File: src/rtl/sort_pkg.sv
// Shared types for the packet sorter: controller state encoding and read-side flag bundle.
package sort_pkg;

    typedef enum logic [2:0] {
        IDLE  = 3'd0,
        RECV  = 3'd1,
        SORT  = 3'd2,
        READ  = 3'd3,
        DRAIN = 3'd4
    } sort_state_e;

    typedef struct packed {
        logic val;
        logic sop;
        logic eop;
    } sort_flags_t;

endpackage

File: src/rtl/sort_ctrl_if.sv
// Bundle of the sorter controller's stream, RAM, sort-engine and output signals.
interface sort_ctrl_if #(
    parameter int unsigned AWIDTH = 4
);
    logic              val_i;
    logic              sop_i;
    logic              eop_i;
    logic              busy_o;
    logic              wr_en_o;
    logic [AWIDTH-1:0] wr_addr_o;
    logic              sort_start_o;
    logic [AWIDTH:0]   sort_len_o;
    logic              sort_done_i;
    logic              rd_en_o;
    logic [AWIDTH-1:0] rd_addr_o;
    logic              val_o;
    logic              sop_o;
    logic              eop_o;
    logic              clear_o;
    logic              overflow_o;
    logic              restart_o;

    // Controller side
    modport master (
        input  val_i, sop_i, eop_i, sort_done_i,
        output busy_o, wr_en_o, wr_addr_o, sort_start_o, sort_len_o,
               rd_en_o, rd_addr_o, val_o, sop_o, eop_o, clear_o,
               overflow_o, restart_o
    );

    // Environment side (stream source, RAM, sort engine, sink)
    modport slave (
        output val_i, sop_i, eop_i, sort_done_i,
        input  busy_o, wr_en_o, wr_addr_o, sort_start_o, sort_len_o,
               rd_en_o, rd_addr_o, val_o, sop_o, eop_o, clear_o,
               overflow_o, restart_o
    );
endinterface

File: src/rtl/sort_flag_pipe.sv
// Delays the read-side {val, sop, eop} flags to line up with RAM read data.
module sort_flag_pipe
    import sort_pkg::*;
#(
    parameter int unsigned LATENCY = 1
) (
    input  logic        clk_i,
    input  logic        srst_i,
    input  sort_flags_t flags_i,
    output sort_flags_t flags_o
);

    sort_flags_t pipe_q [LATENCY];

    // Shift register, flushed by reset
    always_ff @(posedge clk_i) begin
        if (srst_i) begin
            for (int i = 0; i < int'(LATENCY); i++) begin
                pipe_q[i] <= '0;
            end
        end else begin
            pipe_q[0] <= flags_i;
            for (int i = 1; i < int'(LATENCY); i++) begin
                pipe_q[i] <= pipe_q[i-1];
            end
        end
    end

    assign flags_o = pipe_q[LATENCY-1];

endmodule

File: src/rtl/sort_ctrl.sv
// Packet sorter controller: captures a packet into the buffer, kicks the sort engine,
// then streams the sorted buffer back out with sop/eop framing.
module sort_ctrl
    import sort_pkg::*;
#(
    parameter int unsigned AWIDTH     = 4,
    parameter int unsigned RD_LATENCY = 1
) (
    input  logic       clk_i,
    input  logic       srst_i,
    sort_ctrl_if.master bus
);

    localparam int unsigned DEPTH = 2**AWIDTH;
    localparam int unsigned CW    = AWIDTH + 1;
    localparam int unsigned DW    = $clog2(RD_LATENCY + 1);

    sort_state_e       state_q, state_d;
    logic [CW-1:0]     cnt_q, cnt_d;
    logic [CW-1:0]     len_q, len_d;
    logic [CW-1:0]     rd_q, rd_d;
    logic [DW-1:0]     drain_q, drain_d;
    logic              ovf_q, ovf_d;
    logic              restart_q, restart_d;
    logic              start_q, start_d;

    logic              busy_c;
    logic              accept_c;
    logic              rd_en_c;
    logic              wr_en_c;
    logic [AWIDTH-1:0] wr_addr_c;
    sort_flags_t       flags_in_c;
    sort_flags_t       flags_out;

    assign busy_c   = (state_q == SORT) || (state_q == READ) || (state_q == DRAIN);
    assign accept_c = bus.val_i && !busy_c;
    assign rd_en_c  = (state_q == READ);

    // Next-state, counter and write-port decode
    always_comb begin
        state_d   = state_q;
        cnt_d     = cnt_q;
        len_d     = len_q;
        rd_d      = rd_q;
        drain_d   = drain_q;
        ovf_d     = ovf_q;
        restart_d = 1'b0;
        start_d   = 1'b0;
        wr_en_c   = 1'b0;
        wr_addr_c = '0;
        case (state_q)
            IDLE, RECV: begin
                if (accept_c && bus.sop_i) begin
                    // New packet (or restart of an unterminated one) always lands at address 0
                    wr_en_c   = 1'b1;
                    cnt_d     = CW'(1);
                    ovf_d     = 1'b0;
                    restart_d = (state_q == RECV);
                    if (bus.eop_i) begin
                        len_d   = CW'(1);
                        rd_d    = '0;
                        state_d = READ;
                    end else begin
                        state_d = RECV;
                    end
                end else if (accept_c && (state_q == RECV)) begin
                    if (cnt_q < CW'(DEPTH)) begin
                        wr_en_c   = 1'b1;
                        wr_addr_c = cnt_q[AWIDTH-1:0];
                        cnt_d     = cnt_q + CW'(1);
                    end else begin
                        ovf_d = 1'b1;
                    end
                    if (bus.eop_i) begin
                        len_d   = (cnt_q < CW'(DEPTH)) ? cnt_q + CW'(1) : CW'(DEPTH);
                        start_d = 1'b1;
                        state_d = SORT;
                    end
                end
            end
            SORT: begin
                if (bus.sort_done_i) begin
                    rd_d    = '0;
                    state_d = READ;
                end
            end
            READ: begin
                if (rd_q == len_q - CW'(1)) begin
                    rd_d    = '0;
                    drain_d = DW'(1);
                    state_d = DRAIN;
                end else begin
                    rd_d = rd_q + CW'(1);
                end
            end
            DRAIN: begin
                if (drain_q == DW'(RD_LATENCY)) begin
                    drain_d = '0;
                    state_d = IDLE;
                end else begin
                    drain_d = drain_q + DW'(1);
                end
            end
            default: begin
                state_d = IDLE;
            end
        endcase
    end

    // State and control registers
    always_ff @(posedge clk_i) begin
        if (srst_i) begin
            state_q   <= IDLE;
            cnt_q     <= '0;
            len_q     <= '0;
            rd_q      <= '0;
            drain_q   <= '0;
            ovf_q     <= 1'b0;
            restart_q <= 1'b0;
            start_q   <= 1'b0;
        end else begin
            state_q   <= state_d;
            cnt_q     <= cnt_d;
            len_q     <= len_d;
            rd_q      <= rd_d;
            drain_q   <= drain_d;
            ovf_q     <= ovf_d;
            restart_q <= restart_d;
            start_q   <= start_d;
        end
    end

    assign flags_in_c.val = rd_en_c;
    assign flags_in_c.sop = rd_en_c && (rd_q == '0);
    assign flags_in_c.eop = rd_en_c && (rd_q == len_q - CW'(1));

    sort_flag_pipe #(
        .LATENCY (RD_LATENCY)
    ) u_flag_pipe (
        .clk_i   (clk_i),
        .srst_i  (srst_i),
        .flags_i (flags_in_c),
        .flags_o (flags_out)
    );

    assign bus.busy_o       = busy_c;
    assign bus.wr_en_o      = wr_en_c;
    assign bus.wr_addr_o    = wr_addr_c;
    assign bus.sort_start_o = start_q;
    assign bus.sort_len_o   = len_q;
    assign bus.rd_en_o      = rd_en_c;
    assign bus.rd_addr_o    = rd_q[AWIDTH-1:0];
    assign bus.val_o        = flags_out.val;
    assign bus.sop_o        = flags_out.sop;
    assign bus.eop_o        = flags_out.eop;
    assign bus.clear_o      = flags_out.eop;
    assign bus.overflow_o   = ovf_q;
    assign bus.restart_o    = restart_q;

endmodule

File: src/flat_wrapper.sv
// flat-port wrapper written by rule: the top's interface ports become plain ports
module sort_ctrl_flat import sort_pkg::*;
#(
    parameter int unsigned AWIDTH     = 4,
    parameter int unsigned RD_LATENCY = 1
)
  (clk_i, srst_i, bus_val_i, bus_sop_i, bus_eop_i, bus_sort_done_i, bus_busy_o, bus_wr_en_o, bus_wr_addr_o, bus_sort_start_o, bus_sort_len_o, bus_rd_en_o, bus_rd_addr_o, bus_val_o, bus_sop_o, bus_eop_o, bus_clear_o, bus_overflow_o, bus_restart_o);
  sort_ctrl_if #(.AWIDTH(AWIDTH)) bus_i ();
  input  logic clk_i;
  input  logic srst_i;
  input wire logic [$bits(bus_i.val_i)-1:0] bus_val_i;
  input wire logic [$bits(bus_i.sop_i)-1:0] bus_sop_i;
  input wire logic [$bits(bus_i.eop_i)-1:0] bus_eop_i;
  input wire logic [$bits(bus_i.sort_done_i)-1:0] bus_sort_done_i;
  output wire logic [$bits(bus_i.busy_o)-1:0] bus_busy_o;
  output wire logic [$bits(bus_i.wr_en_o)-1:0] bus_wr_en_o;
  output wire logic [$bits(bus_i.wr_addr_o)-1:0] bus_wr_addr_o;
  output wire logic [$bits(bus_i.sort_start_o)-1:0] bus_sort_start_o;
  output wire logic [$bits(bus_i.sort_len_o)-1:0] bus_sort_len_o;
  output wire logic [$bits(bus_i.rd_en_o)-1:0] bus_rd_en_o;
  output wire logic [$bits(bus_i.rd_addr_o)-1:0] bus_rd_addr_o;
  output wire logic [$bits(bus_i.val_o)-1:0] bus_val_o;
  output wire logic [$bits(bus_i.sop_o)-1:0] bus_sop_o;
  output wire logic [$bits(bus_i.eop_o)-1:0] bus_eop_o;
  output wire logic [$bits(bus_i.clear_o)-1:0] bus_clear_o;
  output wire logic [$bits(bus_i.overflow_o)-1:0] bus_overflow_o;
  output wire logic [$bits(bus_i.restart_o)-1:0] bus_restart_o;
  assign bus_i.val_i = bus_val_i;
  assign bus_i.sop_i = bus_sop_i;
  assign bus_i.eop_i = bus_eop_i;
  assign bus_i.sort_done_i = bus_sort_done_i;
  assign bus_busy_o = bus_i.busy_o;
  assign bus_wr_en_o = bus_i.wr_en_o;
  assign bus_wr_addr_o = bus_i.wr_addr_o;
  assign bus_sort_start_o = bus_i.sort_start_o;
  assign bus_sort_len_o = bus_i.sort_len_o;
  assign bus_rd_en_o = bus_i.rd_en_o;
  assign bus_rd_addr_o = bus_i.rd_addr_o;
  assign bus_val_o = bus_i.val_o;
  assign bus_sop_o = bus_i.sop_o;
  assign bus_eop_o = bus_i.eop_o;
  assign bus_clear_o = bus_i.clear_o;
  assign bus_overflow_o = bus_i.overflow_o;
  assign bus_restart_o = bus_i.restart_o;
  sort_ctrl #(.AWIDTH(AWIDTH), .RD_LATENCY(RD_LATENCY)) u_core (.clk_i(clk_i), .srst_i(srst_i), .bus(bus_i));
endmodule
File: config.mk
export PLATFORM = sky130hd
export DESIGN_NAME = sort_ctrl_flat
export DESIGN_NICKNAME = d
export VERILOG_FILES = /design/src/rtl/sort_pkg.sv /design/src/rtl/sort_ctrl_if.sv /design/src/rtl/sort_flag_pipe.sv /design/src/rtl/sort_ctrl.sv /design/src/flat_wrapper.sv
export SDC_FILE = /design/constraint.sdc
export NUM_CORES = 1
export LEC_CHECK = 0
export ABC_CLOCK_PERIOD_IN_PS = 1800
export BUFFER_PORTS_ARGS = -buffer_cell sky130_fd_sc_hd__buf_2
export CAP_MARGIN = 20
export CORE_ASPECT_RATIO = 1.75
export CORE_UTILIZATION = 35
export CTS_BUF_LIST = sky130_fd_sc_hd__clkbuf_4 sky130_fd_sc_hd__clkbuf_8
export DETAILED_ROUTE_END_ITERATION = 10
export SETUP_SLACK_MARGIN = 0.2
export SYNTH_ARGS = -nofsm -noshare
export SYNTH_HDL_FRONTEND = slang
export SYNTH_SLANG_ARGS = --single-unit
File: constraint.sdc
create_clock -name clk_i -period 1.8 [get_ports clk_i]
set_input_delay 0.27 -clock clk_i [delete_from_list [all_inputs] [get_ports clk_i]]
set_output_delay 0.27 -clock clk_i [all_outputs]
set_load 0.1 [all_outputs]
### Word-level counts from Yosys, hierarchy flattened

Memory sizes are Yosys's and may differ from the RTL's.
Index checks and enable logic that the tools add are counted.

* add/subtract/negate cells: 4
* order comparisons: 1
* equality and inequality tests: 15
* mux-type cells: 41
* bitwise operators: 3
* reduce and logical (&&, ||, !) cells: 24

Operators with widths (count)
* $mux 5: 12
* $mux 3: 7
* $mux 4: 4
* $pmux 5 s3: 1
* $mux 1: 14
* $pmux 3 s4: 1
* $add 5x1->5 const B: 2
* $ne 2x2->1 const B: 5
* $reduce_and 4->1: 2
* $eq 3x2->1 const B: 2
* $ne 2x1->1 const B: 3
* $reduce_and 3->1: 2
* $reduce_bool 2->1: 3
* $reduce_or 3->1: 2
* $eq 5x5->1: 1
* $logic_and 1x1->1: 5
* $logic_not 5->1: 1
* $lt 5x5->1 const B: 1
* $reduce_and 5->1: 1
* $sub 5x1->5 const B: 1
* $reduce_or 4->1: 1
* $eq 3x1->1 const B: 1
* $eq 3x3->1 const B: 1
* $logic_not 3->1: 1
* other kinds (11): 14

* flip-flop bits (word level): 22
* bits in writable memories: 3
* output and inout port bits: 23
* logic and storage cells: 97
* memories: 1

Memory list
* u_core.u_flag_pipe.pipe_q: words 1, bits a word 3, read ports 1, clocked after memory_dff 0, write ports 1, line sort_flag_pipe.sv:13 `sort_flags_t pipe_q [LATENCY];`

### Logic depth before layout (Yosys ltp)

Gate-level depths: netlist of the first run.

* word-level depth: 9
* depth in mapped cells: 7
* mapped depth without buffers: 7

### Modules after synthesis

Synthesis of the first run repeated with hierarchy kept, for this count alone.

* cells, all modules: 165
* area, all modules: 1427.6 µm²

By module, submodules not included
* sort_ctrl: times used 1, cells an instance 159, area each 1348.8 µm², sequential area each 440.4 µm²
* sort_flag_pipe: times used 1, cells an instance 6, area each 78.8 µm², sequential area each 60.1 µm²

### Worst setup path after synthesis of the first run

No wires, ideal clock.

* kind: reg2reg
* start point: register u_core.state_q[1]
* end point: register u_core.restart_q (netlist: u_core.bus.restart_o)
* data arrival time: 2.745 ns
* required time: 1.555 ns
* slack: -1.190 ns
* cell stages (with the launch flop): 4
* buffers on the path: 0
* period minus slack after synthesis: 2.990 ns
* cells stage by stage: dfxtp_1 > nand2b_1 > o21ai_0 > nor4_1

* word-level cells in the longest chain between the ends: 8
* elaborated cells on any way between the ends: 14
* classes of those cells: 4 x eq/ne; 2 x bitwise; 8 x reduce/logical

Ends and longest elaborated chain
* from (decl): line sort_ctrl.sv:18 `sort_state_e state_q, state_d;`
* from (signal assigned): line sort_ctrl.sv:122 `state_q <= state_d;`
* $eq 3x2->1: line sort_ctrl.sv:35 `assign busy_c = (state_q == SORT) || (state_q == READ) || (state_q == DRAIN);`
* $logic_or 1x1->1: line sort_ctrl.sv:35
* $logic_or 1x1->1 (*): line sort_ctrl.sv:35
* via bus_busy_o: line flat_wrapper.sv:15 `output wire logic [$bits(bus_i.busy_o)-1:0] bus_busy_o;`
* $logic_not 1->1 (*): line sort_ctrl.sv:36 `assign accept_c = bus.val_i && !busy_c;`
* $logic_and 1x1->1 (*): line sort_ctrl.sv:36
* $logic_and 1x1->1 (*): line sort_ctrl.sv:53 `if (accept_c && bus.sop_i) begin`
* $not 1->1 (no line) (*)
* $reduce_or 3->1 (no line) (*)
* to (signal assigned): line sort_ctrl.sv:128 `restart_q <= restart_d;`
* to (decl): line sort_ctrl.sv:24 `logic restart_q, restart_d;`

The timed path passes the listed nets; every way through them passes the cells marked *.
A chain may end at the register's enable or synchronous reset.

### Worst setup path after layout of the first run

* start point: register u_core.len_q[0] (netlist: u_core.bus.sort_len_o[0])
* end point: register u_core.rd_q[0]

* word-level cells in the longest chain between the ends: 4

Ends and longest elaborated chain
* from (decl): line sort_ctrl.sv:20 `logic [CW-1:0] len_q, len_d;`
* from (signal assigned): line sort_ctrl.sv:124 `len_q <= len_d;`
* $sub 5x1->5: line sort_ctrl.sv:88 `if (rd_q == len_q - CW'(1)) begin`
* $eq 5x5->1: line sort_ctrl.sv:88
* $mux 5: line sort_ctrl.sv:88
* $pmux 5 s3: line sort_ctrl.sv:51 `case (state_q)`
* to (signal assigned): line sort_ctrl.sv:125 `rd_q <= rd_d;`
* to (decl): line sort_ctrl.sv:21 `logic [CW-1:0] rd_q, rd_d;`

No other way between the ends.

==> flow_summary.json, run 1 <==
{
  "status": "finished, violations left",
  "violations": "setup timing",
  "pwr-share-clk_pct": 22.4,
  "synthSimpleGateAreaFrac_pct": 23.72,
  "reg2reg_slack_ns": -0.05,
  "synth-edff-count": 0,
  "worstSkewPairLatency_ns": 0.26,
  "sw_frac_of_total_pct": 35.89,
  "synth_area_sq_mm": 0.001398,
  "initial_core_util_pct": 36.15,
  "hpwlAfterDp_mm": 2.573,
  "dpl_cell_area_sq_mm": 0.001821,
  "grt-ovfl-total": 0,
  "postRouteAntennaNets": 0,
  "critPathRequiredTime_ns": 1.96,
  "area_growth_syn_to_layout_pct": 59.89,
  "synth_top_area_cell": "dfxtp_1",
  "hold_end": "u_core.bus.sort_start_o",
  "firstDrtPassIters": 4,
  "worstHoldPathCells": 3,
  "grtUsageTotal_pct": 18.12,
  "vias_per_cell": 5.314,
  "synth-adder-area-share_pct": 4.476,
  "vias": 1387,
  "finalCritPeriodShare_pct": 103.0,
  "p_int_uw": 988.6,
  "cp.arrival_ns": 2.01,
  "p_sw_uw": 553.4,
  "synth_xor_area_share_pct": 5.640,
  "rows": 30,
  "dp_cells": 235,
  "ir_worst_vdd_uv": 455.6,
  "port_buffers": 28,
  "p_seq_share_pct": 39.2,
  "ios": 29,
  "cp_max_fo": 4,
  "final_hold_viol_count": 0,
  "setup_viol": 9,
  "post-route-min-period_ns": 1.855,
  "synth_top_family_by_area": "simple AND/OR/NAND/NOR gates",
  "reg2reg_from": "u_core.bus.sort_len_o[0]",
  "htree_levels": 1,
  "slew_headroom_pct": 67.79,
  "final_common_cell": "buf_4",
  "grt_pass1_wl_mm": 6.127,
  "synth_top_area_share_pct": 35.81,
  "dieHeight_um": 85.59,
  "cts_inserted_buffers": 3,
  "avgSynthCellArea_sq_um": 8.790,
  "p_comb_share_pct": 38.4,
  "tightestPinTransition_ns": 0.4865,
  "gp_congestion": 0.7989,
  "p_leak_nw": 0.9457,
  "drv_slew": 0,
  "power_density_mw_per_mm2": 690.1,
  "antenna_cells": 0,
  "synth_mux_area_share_pct": 3.402,
  "ys_async_sr_fraction_pct": 0,
  "ys_warn_count": 0,
  "drc": 0,
  "ff2ff_path_depth": 7,
  "die_w_um": 49.77,
  "cts_tree": "yes",
  "ys_ff_latch": 25,
  "synth_compound_area_share_pct": 19.16,
  "syn-num-nets": 170,
  "root_buffer": "clkbuf_8",
  "layout_common_cells": "buf_4, buf_2, nor2_1, dfxtp_1, buf_12",
  "wl_per_cell_um": 14.93,
  "path_clk_slew_ns": 0.09,
  "netlist_top_cells_area": "dfxtp_1, nor2_1, ha_1",
  "synth.distinct_cells": 46,
  "whs_ns": 0.3537,
  "cts_sinks": 25,
  "finClkSkew_ns": 0.003099,
  "clockBufferDepth": 2,
  "drv_cap": 0,
  "antenna_found_initial": 0,
  "grt_pass1_vias": 1411,
  "grt_max_degree": 19,
  "drtIter0Drc": 26,
  "crit_path_end_kind": "flip-flop",
  "ys_seq_area_share_pct": 35.81,
  "core-area_sq_mm": 0.003866,
  "ys.flop_type": "dfxtp_1",
  "stdcell_count": 261,
  "hold_start": "bus_eop_i",
  "r2r-end": "u_core.rd_q[0]",
  "setup.worst_path.start_class": "flip-flop",
  "synth_cells": 159,
  "fin_area_sq_mm": 0.002235,
  "wirelength_mm": 3.897,
  "dieArea_sq_mm": 0.004259,
  "fmax_ghz": 0.5392,
  "drive_above_1_share_pct": 55.87,
  "nFillCells": 339,
  "worst_slack_ns": -0.05462,
  "nNetsFinal": 225,
  "min-delay-path-class": "in2reg",
  "rsz0062_at_grt": "yes",
  "worst-setup-path-type": "reg2reg"
}
synth_stat cells, types with 3 or more instances:
cell type	number
xnor2_1	6
dfxtp_1	25
xor2_1	3
buf_2	3
nand3_1	5
nand2_1	3
nor4_1	5
a22o_1	3
a21oi_1	7
clkbuf_1	3
nand2b_1	7
inv_1	9
o21ai_0	3
nor3_1	3
a211oi_1	4
ha_1	5
a311oi_1	3
or3_1	3
and2_1	4
nor2_1	17
a22oi_1	4
buf_4	6
worst max-delay path: stages (launching register included):
cell and delay, ns:
dfxtp_4 0.36, inv_4 0.04, ha_4 0.16, nor2b_4 0.12, or3_4 0.33, a311oi_4 0.37, nor2_2 0.09, mux2_4 0.27
power by group through the flow:
stage                     Clock, mW  Sequential [mW]  Combinational, mW
final                         0.346            0.604              0.592
after global routing          0.379            0.608              0.626
after global placement            0            0.621              0.453
after detailed placement          0            0.622              0.462
after CTS                     0.362            0.602              0.515
after floorplan                   0            0.654              0.306
how the worst max path moves through the flow:
stage                     slack [ns]                      from                to  cells past startpoint
after detailed placement       -0.05  u_core.bus.sort_len_o[0]    u_core.rd_q[0]                      7
after global routing           -0.10         u_core.state_q[1]  bus_wr_addr_o[1]                      5
after global placement         -0.01  u_core.bus.sort_len_o[0]    u_core.rd_q[0]                      7
after floorplan                -0.19  u_core.bus.sort_len_o[0]    u_core.rd_q[0]                      7
final                          -0.05  u_core.bus.sort_len_o[0]    u_core.rd_q[0]                      7
after CTS                      -0.07         u_core.state_q[1]  bus_wr_addr_o[1]                      5
per-layer routing:
metal / track usage [%] / wire, um / vias up
met5: 0 / 0 / -
met4: 5.974 / 25 / 0
met3: 1.950 / 83 / 2
met2: 35.87 / 2353 / 23
met1: 18.93 / 1435 / 687
li1: - / - / 675
area by class of cell:
| class | count | area (sq um) | share of cell area, % |
|---|---|---|---|
| flip-flops and latches | 25 | 525.5 | 23.52 |
| clock buffers | 4 | 48.80 | 2.184 |
| multi-input cells | 113 | 1028 | 46.02 |
| well taps | 48 | 60.06 | 2.688 |
| inverters | 9 | 40.04 | 1.792 |
| repair buffers | 62 | 531.8 | 23.80 |
metrics by stage:
stage               worst slack, ns  power, mW  util (%)  TNS (ns)
finish                     -0.05462      1.542     57.80   -0.2768
global route                -0.1028      1.612     57.80   -0.9232
CTS                        -0.06787      1.479     52.01   -0.3374
detailed placement         -0.04739      1.084     47.09  -0.06756
global placement           -0.01079      1.074     47.09  -0.01079
floorplan                   -0.1939     0.9595         -    -1.117
registers in the layout, summed over array words and instances (netlist names):
signal,count
u_core.bus.overflow_o,1
u_core.bus.restart_o,1
u_core.bus.sort_len_o,5
u_core.bus.sort_start_o,1
u_core.cnt_q,5
u_core.drain_q,1
u_core.rd_q,5
u_core.state_q,3
u_core.u_flag_pipe.pipe_q,3
cell families (layout without fill, tap and decap cells):
| family | after synthesis | in the layout |
|---|---|---|
| buf+inv | 22 | 75 |
| compound gates | 37 | 38 |
| fa+ha+maj | 5 | 5 |
| simple gates | 57 | 57 |
| flops | 25 | 25 |
| mux | 4 | 4 |
| xor+xnor | 9 | 9 |
what timing repair did:
item | CTS | global route
setup buffers | 11 | 10
hold buffers | 0 | 0
setup endpoints to repair | 19 | 24
resized for setup | 13 | 28
pin swaps | 8 | 11
gates cloned | 0 | 1
Note: power is estimated with default switching activity, not from simulation.
==> inputs of run 2 (changes only) <==
ABC_CLOCK_PERIOD_IN_PS = 1710   (was 1800)
clock period = 1.71 ns   (was 1.8 ns; I/O delays follow)
==> run 2 against run 1 <==
Register-to-register slack got worse by 0.09 ns. Cell area rose by 1.4%. Largest cell class unchanged. Non-clock buffer count is 5 higher. Power increased by 6.4%. Highest routed layer unchanged. Wire length down 1.2%. The run still ends with setup timing left. Flip-flop and latch count did not move.
==> flow_summary.json, run 2 (synthesis gave the netlist of run 1 again) <==
{
  "status": "finished, violations left",
  "violations": "setup timing",
  "design_power_total_mw": 1.641,
  "worstHoldPathCells": 2,
  "vias": 1395,
  "grtUsageTotal_pct": 17.81,
  "reg2reg_from": "u_core.bus.sort_len_o[0]",
  "crit_path_end_kind": "flip-flop",
  "rsz0062_at_grt": "yes",
  "min-delay-path-class": "in2reg",
  "wl_per_cell_um": 14.54,
  "ir_worst_vdd_uv": 501.1,
  "cts_inserted_buffers": 3,
  "fmax_ghz": 0.5399,
  "drtIter0Drc": 30,
  "hold_start": "srst_i",
  "post-route-min-period_ns": 1.852,
  "worst-setup-path-type": "reg2reg",
  "firstDrtPassIters": 4,
  "slew_headroom_pct": 67.82,
  "path_clk_slew_ns": 0.09,
  "reg2reg_slack_ns": -0.14,
  "cts_tree": "yes",
  "hpwlAfterDp_mm": 2.508,
  "register_area_sq_um": 524.3,
  "vias_per_cell": 5.264,
  "cts_hold_buf": 0,
  "drc": 0,
  "dieArea_sq_mm": 0.004259,
  "gp_congestion": 0.8242,
  "postRouteAntennaNets": 0,
  "layout_common_cells": "buf_4, buf_2, dfxtp_1",
  "htree_levels": 1,
  "grt_max_degree": 15,
  "antenna_cells": 0,
  "nNetsFinal": 229,
  "critPathRequiredTime_ns": 1.87,
  "p_leak_nw": 0.9560,
  "final_common_cell": "buf_4",
  "cts_sinks": 25,
  "finalCritPeriodShare_pct": 108.3,
  "max_stage_delay_ns": 0.37,
  "ff2ff_path_depth": 7,
  "r2r-end": "u_core.rd_q[0]",
  "setup.worst_path.start_class": "flip-flop",
  "core-area_sq_mm": 0.003866,
  "setup_viol": 15,
  "finClkSkew_ns": 0.004344,
  "grt_pass1_wl_mm": 6.065,
  "final_hold_viol_count": 0,
  "worst_slack_ns": -0.1423,
  "nFillCells": 333,
  "cp_slowest_cell": "dfxtp_4",
  "ios": 29,
  "grt-ovfl-total": 0,
  "dp_cells": 242,
  "worstSkewPairLatency_ns": 0.26,
  "cp_max_fo": 4,
  "hold_end": "u_core.state_q[2]",
  "cp.arrival_ns": 2.02,
  "area_growth_syn_to_layout_pct": 62.13,
  "worstPathCellList": "inv_4 -> ha_4 -> nor2b_4 -> or3_4 -> a311oi_4 -> nor2_2 -> mux2_4",
  "initial_core_util_pct": 36.15,
  "drv_slew": 0,
  "dieHeight_um": 85.59,
  "drv_cap": 0,
  "multi_input_area_sq_mm": 0.001016,
  "root_buffer": "clkbuf_8",
  "die_w_um": 49.77,
  "clockBufferDepth": 2,
  "whs_ns": 0.2509,
  "antenna_found_initial": 0,
  "rows": 30,
  "tightestPinTransition_ns": 0.4860,
  "drive_above_1_share_pct": 57.14,
  "port_buffers": 28,
  "power_density_mw_per_mm2": 724.2,
  "stdcell_count": 265,
  "wirelength_mm": 3.852,
  "pre_cts_ws_ns": -0.1297,
  "grt_pass1_vias": 1390
}
-- run 2: cell count changes in the layout (fill, tap and decap cells not counted), sizes merged --
cell | before | now
clkinv | 0 | 1
clkbuf | 4 | 6
a2111o | 2 | 1
buf | 62 | 64
-- run 2: through the flow --
step	setup TNS, ns	utilization, %	instance area [sq um]
floorplan	-2.017	-	1508
global placement	-0.4015	48.51	1876
detailed placement	-0.6250	48.51	1876
CTS	-1.321	52.43	2027
global route	-2.271	58.61	2266
finish	-1.283	58.61	2266
-- run 2: routing by layer --
layer	global-route usage (%)	share of wire, %	vias up
met2	35.26	59	24
met3	2.305	2.7	6
met5	0	0	-
li1	-	-	679
met4	4.935	1.5	0
met1	18.78	37	686
-- run 2: worst max path at each step --
stage / to / from
finish: u_core.rd_q[0] / u_core.bus.sort_len_o[0]
CTS: bus_wr_addr_o[0] / u_core.state_q[1]
detailed placement: u_core.rd_q[0] / u_core.bus.sort_len_o[0]
global route: bus_wr_addr_o[0] / u_core.state_q[1]
floorplan: u_core.rd_q[0] / u_core.bus.sort_len_o[0]
global placement: u_core.rd_q[0] / u_core.bus.sort_len_o[0]
-- run 2: layout make-up --
| class | instances | area share (%) |
|---|---|---|
| Sequential cell | 25 | 23.14 |
| Tap cell | 48 | 2.650 |
| Clock buffer | 3 | 1.822 |
| Multi-Input combinational cell | 112 | 44.84 |
| Clock inverter | 1 | 0.2209 |
| Inverter | 9 | 1.767 |
| Timing Repair Buffer | 67 | 25.57 |
-- run 2: power breakdown --
part | internal, mW | switching, mW
logic | 0.275 | 0.376
clock network | 0.163 | 0.191
registers | 0.605 | 0.0308
total | 1.04 | 0.598
-- run 2: timing repair --
action                     4_1_cts  5_1_grt
buffers inserted                 7       12
setup endpoints to repair       27       29
resized for setup               12       32
pin swaps                        7       13
-- run 2: critical path: cells and delay by family, from the launching register on --
| family | cells | cell delay (ns) |
|---|---|---|
| AO/OA/AOI/OAI | 1 | 0.37 |
| flip-flops | 1 | 0.37 |
| AND/OR/NAND/NOR | 3 | 0.55 |
| buffers and inverters | 1 | 0.04 |
| multiplexers | 1 | 0.26 |
| adder cells (fa/ha/maj) | 1 | 0.16 |
